===== src/rtl/lab_decoder_scan_n_pkg.sv =====
// Package lab_decoder_pkg: shared types and helpers for the lab_decoder_scan_n
// slice.
//   mode_e    : MODE_DIRECT (1'b0) / MODE_SCAN (1'b1)
//   onehot    : one-hot code of idx in a MAX_OUT_W-wide vector. Callers
//               truncate the result to their own width. Bits at or above
//               width are always 0.
//   out_pol   : applies the output polarity. Inverts when the build defines
//               DECODER_ACTIVE_LOW_EN (common-anode digit enables).
package lab_decoder_pkg;

  localparam int unsigned MAX_OUT_W = 256;

  typedef enum logic {
    MODE_DIRECT = 1'b0,
    MODE_SCAN   = 1'b1
  } mode_e;

  function automatic logic [MAX_OUT_W-1:0] onehot(input int unsigned idx,
                                                  input int unsigned width);
    logic [MAX_OUT_W-1:0] r;
    r = '0;
    if (idx < width) r = MAX_OUT_W'(1) << idx;
    return r;
  endfunction

  function automatic logic [MAX_OUT_W-1:0] out_pol(input logic [MAX_OUT_W-1:0] v);
`ifdef DECODER_ACTIVE_LOW_EN
    return ~v;
`else
    return v;
`endif
  endfunction

endpackage


===== src/rtl/lab_decoder_scan_n_if.sv =====
// lab_decoder_scan_n_if: control and decode bus of lab_decoder_scan_n.
//   en   : 1 = decode active, 0 = outputs inactive and state held
//   mode : 0 = direct, 1 = scan
//   sel  : SEL_W-bit select used in direct mode
//   out  : OUT_W registered one-hot decode of idx
//   idx  : SEL_W registered index currently decoded
//   wrap : one-cycle pulse when the scan index wraps LAST -> 0
// The master modport drives en/mode/sel. The slave modport (the decoder)
// drives out/idx/wrap.
interface lab_decoder_scan_n_if #(
  parameter int unsigned SEL_W = 4
);
  localparam int unsigned OUT_W = 1 << SEL_W;

  logic             en;
  logic             mode;
  logic [SEL_W-1:0] sel;
  logic [OUT_W-1:0] out;
  logic [SEL_W-1:0] idx;
  logic             wrap;

  modport master (output en, mode, sel, input out, idx, wrap);
  modport slave  (input en, mode, sel, output out, idx, wrap);
endinterface


===== src/rtl/lab_decoder_scan_n_tick_gen.sv =====
// lab_tick_gen: scan step prescaler.
//   clk   : rising-edge clock
//   rst_n : synchronous reset, active low (counter -> 0)
//   run   : count this cycle
//   clr   : force counter to 0 (takes priority over run)
//   tick  : high on the run cycle where the counter is at DIV-1.
//           The counter returns to 0 on that edge.
module lab_tick_gen #(
  parameter int unsigned DIV = 4
) (
  input  logic clk,
  input  logic rst_n,
  input  logic run,
  input  logic clr,
  output logic tick
);
  localparam int unsigned CW = $clog2(DIV + 1);

  logic [CW-1:0] cnt;

  assign tick = run && (cnt == CW'(DIV - 1));

  always_ff @(posedge clk) begin
    if (!rst_n)   cnt <= '0;
    else if (clr) cnt <= '0;
    else if (run) cnt <= tick ? '0 : cnt + CW'(1);
  end
endmodule


===== src/rtl/lab_decoder_scan_n.sv =====
// lab_decoder_scan_n: registered N-to-2^N one-hot decoder with two modes.
// In direct mode it decodes sel. In scan mode it decodes an internal index
// that advances every DIV clocks and wraps after LAST.
//   clk   : rising-edge clock
//   rst_n : synchronous reset, active low
//   bus   : lab_decoder_scan_n_if slave (en, mode, sel -> out, idx, wrap)
// Parameters: SEL_W (select width, OUT_W = 1<<SEL_W), DIV (>= 1),
//   LAST (0..OUT_W-1, highest scan index).
// Build option: DECODER_ACTIVE_LOW_EN inverts out. The inactive value is
//   then all ones. idx and wrap are unaffected.
module lab_decoder_scan_n
  import lab_decoder_pkg::*;
#(
  parameter int unsigned SEL_W = 4,
  parameter int unsigned DIV   = 4,
  parameter int unsigned LAST  = (1 << SEL_W) - 1
) (
  input logic                 clk,
  input logic                 rst_n,
  lab_decoder_scan_n_if.slave bus
);
  localparam int unsigned OUT_W = 1 << SEL_W;
  localparam logic [OUT_W-1:0] OUT_IDLE = OUT_W'(out_pol('0));

  mode_e            mode_q, mode_d;
  logic [SEL_W-1:0] idx_q, idx_d;
  logic [OUT_W-1:0] out_q, out_d;
  logic             wrap_q, wrap_d;
  logic             scan_run, tick_clr, tick;

  // Scan runs only once scan mode was already registered.
  // Every other enabled cycle (direct, or scan entry) holds the prescaler at 0.
  assign scan_run = bus.en && (bus.mode == MODE_SCAN) && (mode_q == MODE_SCAN);
  assign tick_clr = bus.en && !scan_run;

  lab_tick_gen #(.DIV(DIV)) u_tick (
    .clk   (clk),
    .rst_n (rst_n),
    .run   (scan_run),
    .clr   (tick_clr),
    .tick  (tick)
  );

  always_comb begin
    mode_d = mode_q;
    idx_d  = idx_q;
    wrap_d = 1'b0;
    out_d  = OUT_IDLE;
    if (bus.en) begin
      mode_d = mode_e'(bus.mode);
      if (bus.mode == MODE_DIRECT) begin
        idx_d = bus.sel;
      end else if (mode_q == MODE_DIRECT) begin
        idx_d = '0;
      end else if (tick) begin
        // Compare against LAST before incrementing, so idx never overflows.
        if (idx_q == SEL_W'(LAST)) begin
          idx_d  = '0;
          wrap_d = 1'b1;
        end else begin
          idx_d = idx_q + SEL_W'(1);
        end
      end
      // Decode the next index, so out and idx land on the same edge.
      out_d = OUT_W'(out_pol(onehot(32'(idx_d), OUT_W)));
    end
  end

  always_ff @(posedge clk) begin
    if (!rst_n) begin
      mode_q <= MODE_DIRECT;
      idx_q  <= '0;
      out_q  <= OUT_IDLE;
      wrap_q <= 1'b0;
    end else begin
      mode_q <= mode_d;
      idx_q  <= idx_d;
      out_q  <= out_d;
      wrap_q <= wrap_d;
    end
  end

  assign bus.out  = out_q;
  assign bus.idx  = idx_q;
  assign bus.wrap = wrap_q;
endmodule

===== src/flat_wrapper.sv =====
// flat-port wrapper written by rule: the top's interface ports become plain ports
module lab_decoder_scan_n_flat import lab_decoder_pkg::*;
#(
  parameter int unsigned SEL_W = 4,
  parameter int unsigned DIV   = 4,
  parameter int unsigned LAST  = (1 << SEL_W) - 1
)
  (clk, rst_n, bus_en, bus_mode, bus_sel, bus_out, bus_idx, bus_wrap);
  lab_decoder_scan_n_if #(.SEL_W(SEL_W)) bus_i ();
  input logic clk;
  input logic rst_n;
  input wire logic [$bits(bus_i.en)-1:0] bus_en;
  input wire logic [$bits(bus_i.mode)-1:0] bus_mode;
  input wire logic [$bits(bus_i.sel)-1:0] bus_sel;
  output wire logic [$bits(bus_i.out)-1:0] bus_out;
  output wire logic [$bits(bus_i.idx)-1:0] bus_idx;
  output wire logic [$bits(bus_i.wrap)-1:0] bus_wrap;
  assign bus_i.en = bus_en;
  assign bus_i.mode = bus_mode;
  assign bus_i.sel = bus_sel;
  assign bus_out = bus_i.out;
  assign bus_idx = bus_i.idx;
  assign bus_wrap = bus_i.wrap;
  lab_decoder_scan_n #(.SEL_W(SEL_W), .DIV(DIV), .LAST(LAST)) u_core (.clk(clk), .rst_n(rst_n), .bus(bus_i));
endmodule

===== config.mk =====
export PLATFORM = sky130hd
export DESIGN_NAME = lab_decoder_scan_n_flat
export DESIGN_NICKNAME = d
export VERILOG_FILES = /design/src/rtl/lab_decoder_scan_n_pkg.sv /design/src/rtl/lab_decoder_scan_n_if.sv /design/src/rtl/lab_decoder_scan_n_tick_gen.sv /design/src/rtl/lab_decoder_scan_n.sv /design/src/flat_wrapper.sv
export SDC_FILE = /design/constraint.sdc
export NUM_CORES = 1
export LEC_CHECK = 0
export ABC_CLOCK_PERIOD_IN_PS = 2100
export BUFFER_PORTS_ARGS = -buffer_cell sky130_fd_sc_hd__clkbuf_2
export CORE_ASPECT_RATIO = 0.75
export CORE_MARGIN = 2
export CORE_UTILIZATION = 49
export DETAILED_ROUTE_END_ITERATION = 8
export PLACE_DENSITY = 0.86
export SLEW_MARGIN = 10
export SYNTH_ARGS = -nofsm -noshare
export SYNTH_HDL_FRONTEND = slang
export SYNTH_HIERARCHICAL = 1
export SYNTH_SLANG_ARGS = --single-unit

===== constraint.sdc =====
create_clock -name clk -period 2.1 [get_ports clk]
set_input_delay 0 -clock clk [delete_from_list [all_inputs] [get_ports clk]]
set_output_delay 0 -clock clk [all_outputs]
set_load 0.01 [all_outputs]

**Word level (Yosys, flattened, before mapping)**

Index checks and enable logic that the tools add are counted.

- Bits in registers: 25
- Logic and storage cells: 26
- Bits of input ports: 8

- Bitwise logic cells: 1
- Reduce and logical (&&, ||, !) cells: 8
- Equal/unequal tests: 2
- Add/sub/neg operators: 2
- Mux-type cells: 7
- Shift operators: 1

Operators with widths:

| operator | count |
|---|---|
| two-way mux 4 bit | 5 |
| left shift 1 x 4 -> 16 bit (first input constant) | 1 |
| AND reduction 5 bit | 1 |
| adder 4 x 1 -> 4 bit (second input constant) | 1 |
| equality test 4 bit (second input constant) | 1 |
| logical AND 1 bit | 4 |
| adder 3 x 1 -> 3 bit (second input constant) | 1 |
| equality test 3 x 2 -> 1 bit (second input constant) | 1 |
| two-way mux 3 bit | 1 |
| AND reduction 2 bit | 1 |
| OR reduction 2 bit | 1 |
| logical NOT 1 bit | 1 |
| two-way mux 1 bit | 1 |
| NOT 1 bit | 1 |

**Logic depth before layout (Yosys ltp)**

Gate-level depths: netlist of run 1.

- Depth in word-level cells: 8
- Mapped depth: 8
- Gate-level depth less buffers: 7

**Hierarchy**

Netlist of run 1, hierarchy kept.

By module, submodules not included:

| module | times used | cells each | area each (µm²) |
|---|---|---|---|
| lab_decoder_scan_n | 1 | 77 | 830.8 |
| lab_tick_gen | 1 | 15 | 145.1 |

**Least setup slack after synthesis of run 1**

No wires, ideal clock.

- Path type: register -> register
- Start: reg u_core.mode_q
- End: reg u_core.out_q[13], in the netlist u_core/bus.out[13]
- Stages on the path, launching flop included: 8
- Data arrival time: 1.671 ns
- Path slack: 0.336 ns
- Library setup time: 0.092 ns
- Cells stage by stage: dfxtp_1 -> and3_1 -> nand2_1 -> nor2_2 -> mux2_4 -> a22oi_4 -> nand2b_2 -> nor4_1

- Word-level cells in the longest chain between the ends: 7

Ends and longest elaborated chain:

| element | RTL line | source |
|---|---|---|
| start: declaration | lab_decoder_scan_n.sv:25 | `mode_e mode_q, mode_d;` |
| start signal: assignment | lab_decoder_scan_n.sv:76 | `mode_q <= mode_d;` |
| logical AND 1 bit | lab_decoder_scan_n.sv:33 | `assign scan_run = bus.en && (bus.mode == MODE_SCAN) && (mode_q == MODE_SCAN);` |
| named net u_core.scan_run | lab_decoder_scan_n.sv:29 | `logic scan_run, tick_clr, tick;` |
| logical AND 1 bit | lab_decoder_scan_n_tick_gen.sv:21 | `assign tick = run && (cnt == CW'(DIV - 1));` |
| named net u_core.tick | lab_decoder_scan_n.sv:29 |  |
| two-way mux 4 bit | lab_decoder_scan_n.sv:55 | `end else if (tick) begin` |
| two-way mux 4 bit | lab_decoder_scan_n.sv:53 | `end else if (mode_q == MODE_DIRECT) begin` |
| two-way mux 4 bit | lab_decoder_scan_n.sv:51 | `if (bus.mode == MODE_DIRECT) begin` |
| two-way mux 4 bit | lab_decoder_scan_n.sv:49 | `if (bus.en) begin` |
| left shift 1 x 4 -> 16 bit | lab_decoder_scan_n_pkg.sv:22 | `if (idx < width) r = MAX_OUT_W'(1) << idx;` |
| end signal: assignment | lab_decoder_scan_n.sv:78 | `out_q <= out_d;` |
| end: declaration | lab_decoder_scan_n.sv:27 | `logic [OUT_W-1:0] out_q, out_d;` |

The timed path passes the listed nets, and every way through them passes these cells. The select of a mux whose other input is x is not followed.
A chain may end at the register's enable or synchronous reset.

**Final worst setup path of run 1**

- Start: reg u_core.mode_q
- End: reg u_core.out_q[12], in the netlist u_core/bus.out[12]

The elaborated chain is that of the path after synthesis.

==> flow_summary.ini, run 1 <==
[floorplan]
die_h_um = 42.7
start_util_pct = 54.1
row_count = 13
die_w_um = 55.5
dieArea_mm2 = 0.00237
core_area_mm2 = 0.00181
io_pins = 29

[detailed_routing]
vias = 772
avgRoutedWirePerCell_um = 13.3
drc = 0
dr.pass1.iters = 4
drtIter0Drc = 10
wl_mm = 1.98
detail-route-antenna-nets = 0
vias_per_cell = 5.18

[yosys]
ys_seq_elements = 25
ys_warn_count = 6
synth-async-reset-ratio_pct = 0
synthFlopType = dfxtp_1
syn-cell-area_um2 = 976
synth_edf_count = 0
ys_types = 34
syn-num-nets = 102
syn_inst = 92
ys_seq_area_share_pct = 51.3
avgSynthCellArea_um2 = 10.6

[setup_path]
arrival_ps = 2150
rrSetupSlack_ps = 170
worstSetupStartpointType = flip-flop
startpoint = u_core/mode_q
reg2reg_to = u_core/bus.out[12]
setup.worst_path.end_class = flip-flop
reg2reg_depth = 7
cp_data_required_time_ps = 2320
reg2reg_from = u_core/mode_q
crit_type = flip-flop to flip-flop
cp_max_fo = 6

[run]
cap_violations = 0

[global_routing]
grt_pass1_wl_mm = 3.19
track_usage_pct = 17.9
grt-ovfl-total = 0
antenna_found_initial = 0
grt_pass1_vias = 697
grt_start_max_net_pins = 14

[placed_design]
pre_cts_ws_ps = 39.0
io_buffers = 28
gp_congestion = 0.849
dp_hpwl_mm = 1.49
place_area_mm2 = 0.00114

[sta]
slew_headroom_pct = 68.5
setup_tns_ps = 0
rsz0062_at_grt = no
hold_violations = 0
setup_violations = 0
fin_crit_sh_pct = 91.8
min_period_ps = 1930
final_max_slew_viol_count = 0
fmax_mhz = 519
finClkSkew_ps = 1.55
setup_ws_ps = 172
worst_pin_slew_ps = 473

[power]
powerDensity_mw_per_mm2 = 647
p_leak_nw = 0.553
peakVddDrop_uv = 547

[min_path]
whs_endpoint = u_core/bus.idx[2]
holdCritStartpoint = bus_en
whs_path_depth = 3
hold_path.class = input pin to flip-flop

[cells_and_area]
final_common_cell = clkbuf_2
nNetsFinal = 138
drive_gt1_share_pct = 39.4
most-common-layout-cells = 28 x clkbuf_2, 25 x dfxtp_1, 9 x nor3_1
stdcell_area_mm2 = 0.00123
diodes = 0
fill_cells = 127
synthToLayoutAreaGrowth_pct = 26.2

[clock_tree]
root_buffer = clkbuf_4
clk_pin_slew_worst_paths_ps = 120
clock_latency_ps = 320
clock-sinks = 25
cts_buffer_depth = 2
cts_max_level = 1
tritoncts.num_buffers = 3
cts_tree = yes

[status]
outcome = complete, no violations
## cells in the mapped netlist, types with 2 or more instances
| cell type | count | share of area [%] |
|---|---|---|
| nand2_1 | 8 | 3.1 |
| o211a_1 | 2 | 2.1 |
| mux2i_1 | 2 | 2.1 |
| a21oi_1 | 2 | 1.0 |
| and2_1 | 2 | 1.3 |
| nor4_1 | 8 | 5.1 |
| nand2b_1 | 4 | 2.6 |
| ha_1 | 2 | 2.6 |
| xor2_1 | 2 | 1.8 |
| nor3_1 | 9 | 4.6 |
| nand4_1 | 2 | 1.3 |
| a21oi_2 | 2 | 1.8 |
| dfxtp_1 | 25 | 51 |
| o21ai_0 | 2 | 1.0 |
## power breakdown
| group | total, mW | switching (mW) | leakage [nW] | internal, mW |
|---|---|---|---|---|
| Combinational | 0.0941 | 0.0555 | 0.335 | 0.0386 |
| Clock | 0.209 | 0.135 | 0.0150 | 0.0744 |
| Sequential | 0.493 | 0.00930 | 0.203 | 0.484 |
| Total | 0.796 | 0.199 | 0.553 | 0.597 |
## repair_timing
action / 4_1_cts / 5_1_grt
gates resized for setup: 0 / 5
hold endpoints to repair: 6 / 0
buffers inserted: 0 / 2
setup endpoints to repair: 0 / 17
hold buffers: 2 / 0
## how the worst max path moves through the flow
stage                               to  slack [ps]  cells after the start
floorplan           u_core/bus.out[13]         340                      7
global placement    u_core/bus.out[13]         170                      7
detailed placement  u_core/bus.out[13]          40                      7
CTS                 u_core/bus.out[13]         0.5                      7
global route        u_core/bus.out[13]          50                      7
finish              u_core/bus.out[12]         170                      7
## metrics by stage
stage / power [mW] / hold WS, ps / std cells / util, %
2_1_floorplan: 0.560 / 128 / 92 / -
3_3_place_gp: 0.588 / 317 / 141 / 63.1
3_5_place_dp: 0.591 / 309 / 141 / 63.1
4_1_cts: 0.799 / 26.5 / 147 / 65.7
5_1_grt: 0.833 / 38.7 / 149 / 68.2
6_report: 0.796 / 38.7 / 149 / 68.2
## flip-flops by register name, indices dropped and copies added (netlist names)
| name | flops |
|---|---|
| u_core/mode_q | 1 |
| u_core/bus.out | 16 |
| u_core/bus.wrap | 1 |
| u_core/u_tick/cnt | 3 |
| u_core/bus.idx | 4 |
## routing by layer
metal,vias to the layer above,GRT usage [%],share of wire (%)
li1,402,-,-
met1,344,23.8,50
met2,21,26.4,43
met3,5,7.01,6.0
met4,0,6.34,1.1
met5,-,0,0
## cell families (layout without fill, tap and decap cells)
group	Yosys count	in the layout	synth area share [%]
mux	3	3	3.59
buf+inv	3	38	1.54
simple gates	43	43	25.0
compound gates	13	13	13.3
xor+xnor	3	3	2.69
fa+ha+maj	2	2	2.56
flops	25	25	51.3
## area by class of cell
| class | count | area (µm²) | area share (%) |
|---|---|---|---|
| flip-flops and latches | 25 | 500 | 40.7 |
| well taps | 22 | 27.5 | 2.24 |
| clock buffers | 4 | 26.3 | 2.13 |
| multi-input cells | 64 | 490 | 39.8 |
| inverters | 1 | 3.75 | 0.305 |
| repair buffers | 33 | 183 | 14.8 |
## critical path: stages (launching register included)
cell and delay, ps:
dfxtp_1 390, and3_4 220, nand2_1 100, nor2_4 190, mux2_4 330, a22oi_4 210, nand2_1 150, nor4_1 240
Note: power is estimated with default switching activity, not from simulation.
==> run 2: changes to the inputs <==
==> constraint.sdc (replaced) <==
create_clock -name clk -period 2.1 [get_ports clk]
set_input_delay 0.105 -clock clk [delete_from_list [all_inputs] [get_ports clk]]
set_output_delay 0.105 -clock clk [all_outputs]
set_load 0.01 [all_outputs]
==> run 2 against run 1 <==
Net effect: non-clock buffer count down 4; total power grew 0.15%; first-iteration DRC count grew to 2.8 times the previous value; hold slack better by 53 ps; design area fell by 2.7%; combinational power up 1%.
==> flow_summary.ini, run 2 (same netlist as run 1, synthesis figures left out) <==
[setup_path]
crit_type = flip-flop to flip-flop
setup.worst_path.end_class = flip-flop
cp_data_required_time_ps = 2330
cp_max_fo = 6
rrSetupSlack_ps = 130
arrival_ps = 2200
worstSetupStartpointType = flip-flop

[power]
p_switching_uw = 202
internal-power_uw = 596
finalPower_uw = 798
switching_share_pct = 25.3
peakVddDrop_uv = 465
powerDensity_mw_per_mm2 = 666
p_comb_share_pct = 11.9
p_leak_nw = 0.539
clkPwrFrac_pct = 26.2
power_frac_seq_pct = 61.9

[clock_tree]
cts-hold-fix-buffers = 0
cts_tree = yes
cts_max_level = 1
clock-sinks = 25
tritoncts.num_buffers = 3
clock_latency_ps = 320
clk_pin_slew_worst_paths_ps = 130
root_buffer = clkbuf_4
cts_setup_buffers = 0
cts_buffer_depth = 2

[detailed_routing]
wl_mm = 2.04
detail-route-antenna-nets = 0
avgRoutedWirePerCell_um = 14.1
met2_wirelength_um = 945
route.met3.wl_um = 166
dr.pass1.iters = 4
vias_per_cell = 5.65
m1WireLength_um = 913
drc = 0
drtIter0Drc = 28
maxUsedRoutingLayer = met4
vias = 819

[floorplan]
core_area_mm2 = 0.00181
start_util_pct = 54.1
die_h_um = 42.7
die_w_um = 55.5
io_pins = 29
row_count = 13
dieArea_mm2 = 0.00237

[sta]
final_max_slew_viol_count = 0
hold_violations = 0
finClkSkew_ps = 7.59
rsz0062_at_grt = no
fin_crit_sh_pct = 94.0
min_period_ps = 1970
slew_headroom_pct = 68.6
setup_ws_ps = 125
setup_tns_ps = 0
fmax_mhz = 506
setup_violations = 0
worst_pin_slew_ps = 471

[cells_and_area]
diodes = 0
utilization_pct = 66.3
final_common_cell = clkbuf_2
largest_reg_flops = 16
nNetsFinal = 134
most-common-layout-cells = 28 x clkbuf_2, 25 x dfxtp_1, 9 x nor3_1
drive_gt1_share_pct = 38.2
synthToLayoutAreaGrowth_pct = 22.7

[global_routing]
grt-ovfl-total = 0
antenna_found_initial = 0
grt_pass1_vias = 694
grt_start_max_net_pins = 14
grt_pass1_wl_mm = 3.19
track_usage_pct = 18.0

[placed_design]
pre_cts_ws_ps = 31.9
gp_congestion = 0.817
io_buffers = 28
dp_hpwl_mm = 1.48

[run]
cap_violations = 0

[min_path]
hold_path.class = input pin to flip-flop

[status]
outcome = complete, no violations
run 2: cell types whose count changed in the layout (fill, tap and decap cells not counted), sizes merged:
cell,before,now
dlygate4sd3,2,0
buf,3,1
run 2: cell type report:
cell class	count	area [µm²]
timing repair buffer	29	148
sequential	25	500
multi-input combinational	64	492
inverter	1	3.75
tap	22	27.5
clock buffer	4	26.3
fill	146	608
run 2: per-layer routing:
metal	track usage [%]	up-vias
li1	-	397
met1	23.6	386
met2	26.7	34
met3	7.32	2
met4	6.34	0
met5	0	-
run 2: worst paths after layout:
kind | from | endpoint | depth (start not counted)
max | u_core/mode_q | u_core/bus.out[5] | 7
min | bus_mode | u_core/bus.wrap | 3
max reg2reg | u_core/mode_q | u_core/bus.out[5] | 7
min reg2reg | u_core/u_tick/cnt[2] | u_core/u_tick/cnt[2] | 2
run 2: critical path, stage by stage (launching register included):
cell and delay [ps]:
dfxtp_1 390, and3_2 240, nand2_1 110, nor2_4 190, mux2_4 330, a22oi_4 210, nand2b_2 130, nor4_1 280
run 2: power groups by stage:
| stage | Combinational (mW) | Clock (mW) | Sequential, mW |
|---|---|---|---|
| 2_1_floorplan | 0.0547 | 0 | 0.506 |
| 3_3_place_gp | 0.0859 | 0 | 0.502 |
| 3_5_place_dp | 0.0882 | 0 | 0.503 |
| 4_1_cts | 0.0888 | 0.212 | 0.493 |
| 5_1_grt | 0.102 | 0.239 | 0.495 |
| 6_report | 0.0951 | 0.209 | 0.493 |
run 2: through the flow:
stage	hold slack (ps)	area [µm²]	instances
floorplan	233	976	92
global placement	423	1140	141
detailed placement	433	1140	141
CTS	90.0	1170	145
global route	76.0	1200	145
finish	91.6	1200	145
run 2: repair_timing:
| action | 4_1_cts | 5_1_grt |
|---|---|---|
| resized for setup | 1 | 4 |
| pin swaps | 0 | 0 |
| setup endpoints to repair | 1 | 11 |
==> run 3: changes to the inputs <==
--- a/config.mk
+++ b/config.mk
@@ -11,7 +11,7 @@
 export CORE_MARGIN = 2
 export CORE_UTILIZATION = 49
 export DETAILED_ROUTE_END_ITERATION = 8
-export PLACE_DENSITY = 0.86
+export PLACE_DENSITY = 0.74
 export SLEW_MARGIN = 10
 export SYNTH_ARGS = -nofsm -noshare
 export SYNTH_HDL_FRONTEND = slang
==> run 3 against run 2 <==
Net effect: combinational power fell by 4.9%; critical path depth did not move; first-iteration DRC count fell by 50%; critical endpoint is now u_core/bus.out[13]; highest routed layer unchanged.
==> flow_summary.ini, run 3 (same netlist as run 1, synthesis figures left out) <==
[placed_design]
gp_congestion = 0.824
place_area_mm2 = 0.00114
io_buffers = 28
dp_hpwl_mm = 1.45

[detailed_routing]
vias = 785
dr.pass1.iters = 4
detail-route-antenna-nets = 0
wl_mm = 1.96
vias_per_cell = 5.41
drc = 0
avgRoutedWirePerCell_um = 13.5
drtIter0Drc = 14

[cells_and_area]
stdcell_area_mm2 = 0.00118
synthToLayoutAreaGrowth_pct = 21.4
fill_cells = 142
largest_reg_flops = 16
nNetsFinal = 134
most-common-layout-cells = 28 x clkbuf_2, 25 x dfxtp_1, 9 x nor3_1
diodes = 0
final_common_cell = clkbuf_2
drive_gt1_share_pct = 38.2

[clock_tree]
clock-sinks = 25
cts_max_level = 1
clock_latency_ps = 310
clk_pin_slew_worst_paths_ps = 130
tritoncts.num_buffers = 3
cts_buffer_depth = 2
cts_tree = yes
root_buffer = clkbuf_4

[sta]
setup_violations = 0
setup_tns_ps = 0
min_period_ps = 1940
finClkSkew_ps = 2.86
rsz0062_at_grt = no
whs_ps = 97.6
fin_crit_sh_pct = 92.2
final_max_slew_viol_count = 0
slew_headroom_pct = 72.4
fmax_mhz = 516
worst_pin_slew_ps = 415
hold_violations = 0

[floorplan]
die_w_um = 55.5
core_area_mm2 = 0.00181
dieArea_mm2 = 0.00237
start_util_pct = 54.1
row_count = 13
io_pins = 29
die_h_um = 42.7

[power]
p_leak_nw = 0.537
finalPower_uw = 791
powerDensity_mw_per_mm2 = 668
peakVddDrop_uv = 600

[setup_path]
worstSetupStartpointType = flip-flop
setup.worst_path.end_class = flip-flop
rrSetupSlack_ps = 160
crit_type = flip-flop to flip-flop
cp_max_fo = 6
arrival_ps = 2160
cp_data_required_time_ps = 2320
reg2reg_depth = 7

[global_routing]
track_usage_pct = 17.2
grt-ovfl-total = 0
grt_start_max_net_pins = 15
grt_pass1_wl_mm = 3.15
grt_pass1_vias = 676
antenna_found_initial = 0

[run]
cap_violations = 0

[status]
outcome = complete, no violations

[min_path]
whs_path_depth = 3
hold_path.class = input pin to flip-flop
[run 3: worst max-delay path, stage by stage, from the launching register on]
cell	delay, ps
dfxtp_1	390
and3_4	220
nand2_1	100
nor2_4	180
mux2_4	330
a22oi_4	220
nand2b_2	120
nor4_1	290
[run 3: per-stage QoR]
stage,utilization (%),setup WS (ps),cells
6_report,65.6,164,145
5_1_grt,65.6,35.5,145
4_1_cts,64.7,52.3,145
3_5_place_dp,63.1,85.8,141
3_3_place_gp,63.1,164,141
2_1_floorplan,-,294,92
[run 3: where the power goes]
part	leakage (nW)	switching [mW]	internal [mW]
Combinational	0.317	0.0544	0.0360
Sequential	0.203	0.00946	0.484
Clock	0.0177	0.136	0.0712
Total	0.537	0.200	0.591
[run 3: worst paths after layout]
path	from	endpoint
hold reg to reg	u_core/u_tick/cnt[2]	u_core/u_tick/cnt[2]
setup reg to reg	u_core/mode_q	u_core/bus.out[13]
hold / removal	rst_n	u_core/bus.idx[3]
setup / recovery	u_core/mode_q	u_core/bus.out[13]
[run 3: layout make-up]
cell class                      instances  area [µm²]  share of cell area [%]
Inverter                                1        3.75                   0.317
Multi-Input combinational cell         64         478                    40.3
Clock inverter                          1        5.00                   0.422
Clock buffer                            3        22.5                    1.90
Tap cell                               22        27.5                    2.32
Timing Repair Buffer                   29         148                    12.5
Sequential cell                        25         500                    42.2
[run 3: timing repair]
action                     in CTS  in global routing
setup buffers                   0                  0
hold buffers                    0                  0
resized for setup               0                  3
setup endpoints to repair       0                 14
[run 3: per-layer routing]
layer,vias to the layer above,track usage (%),part of all wire (%),routed length (µm)
met2,25,25.2,41,808
met5,-,0,0,0
met1,364,24.1,51,1000
li1,394,-,-,-
met3,2,6.10,6.9,135
met4,0,4.39,0.66,13
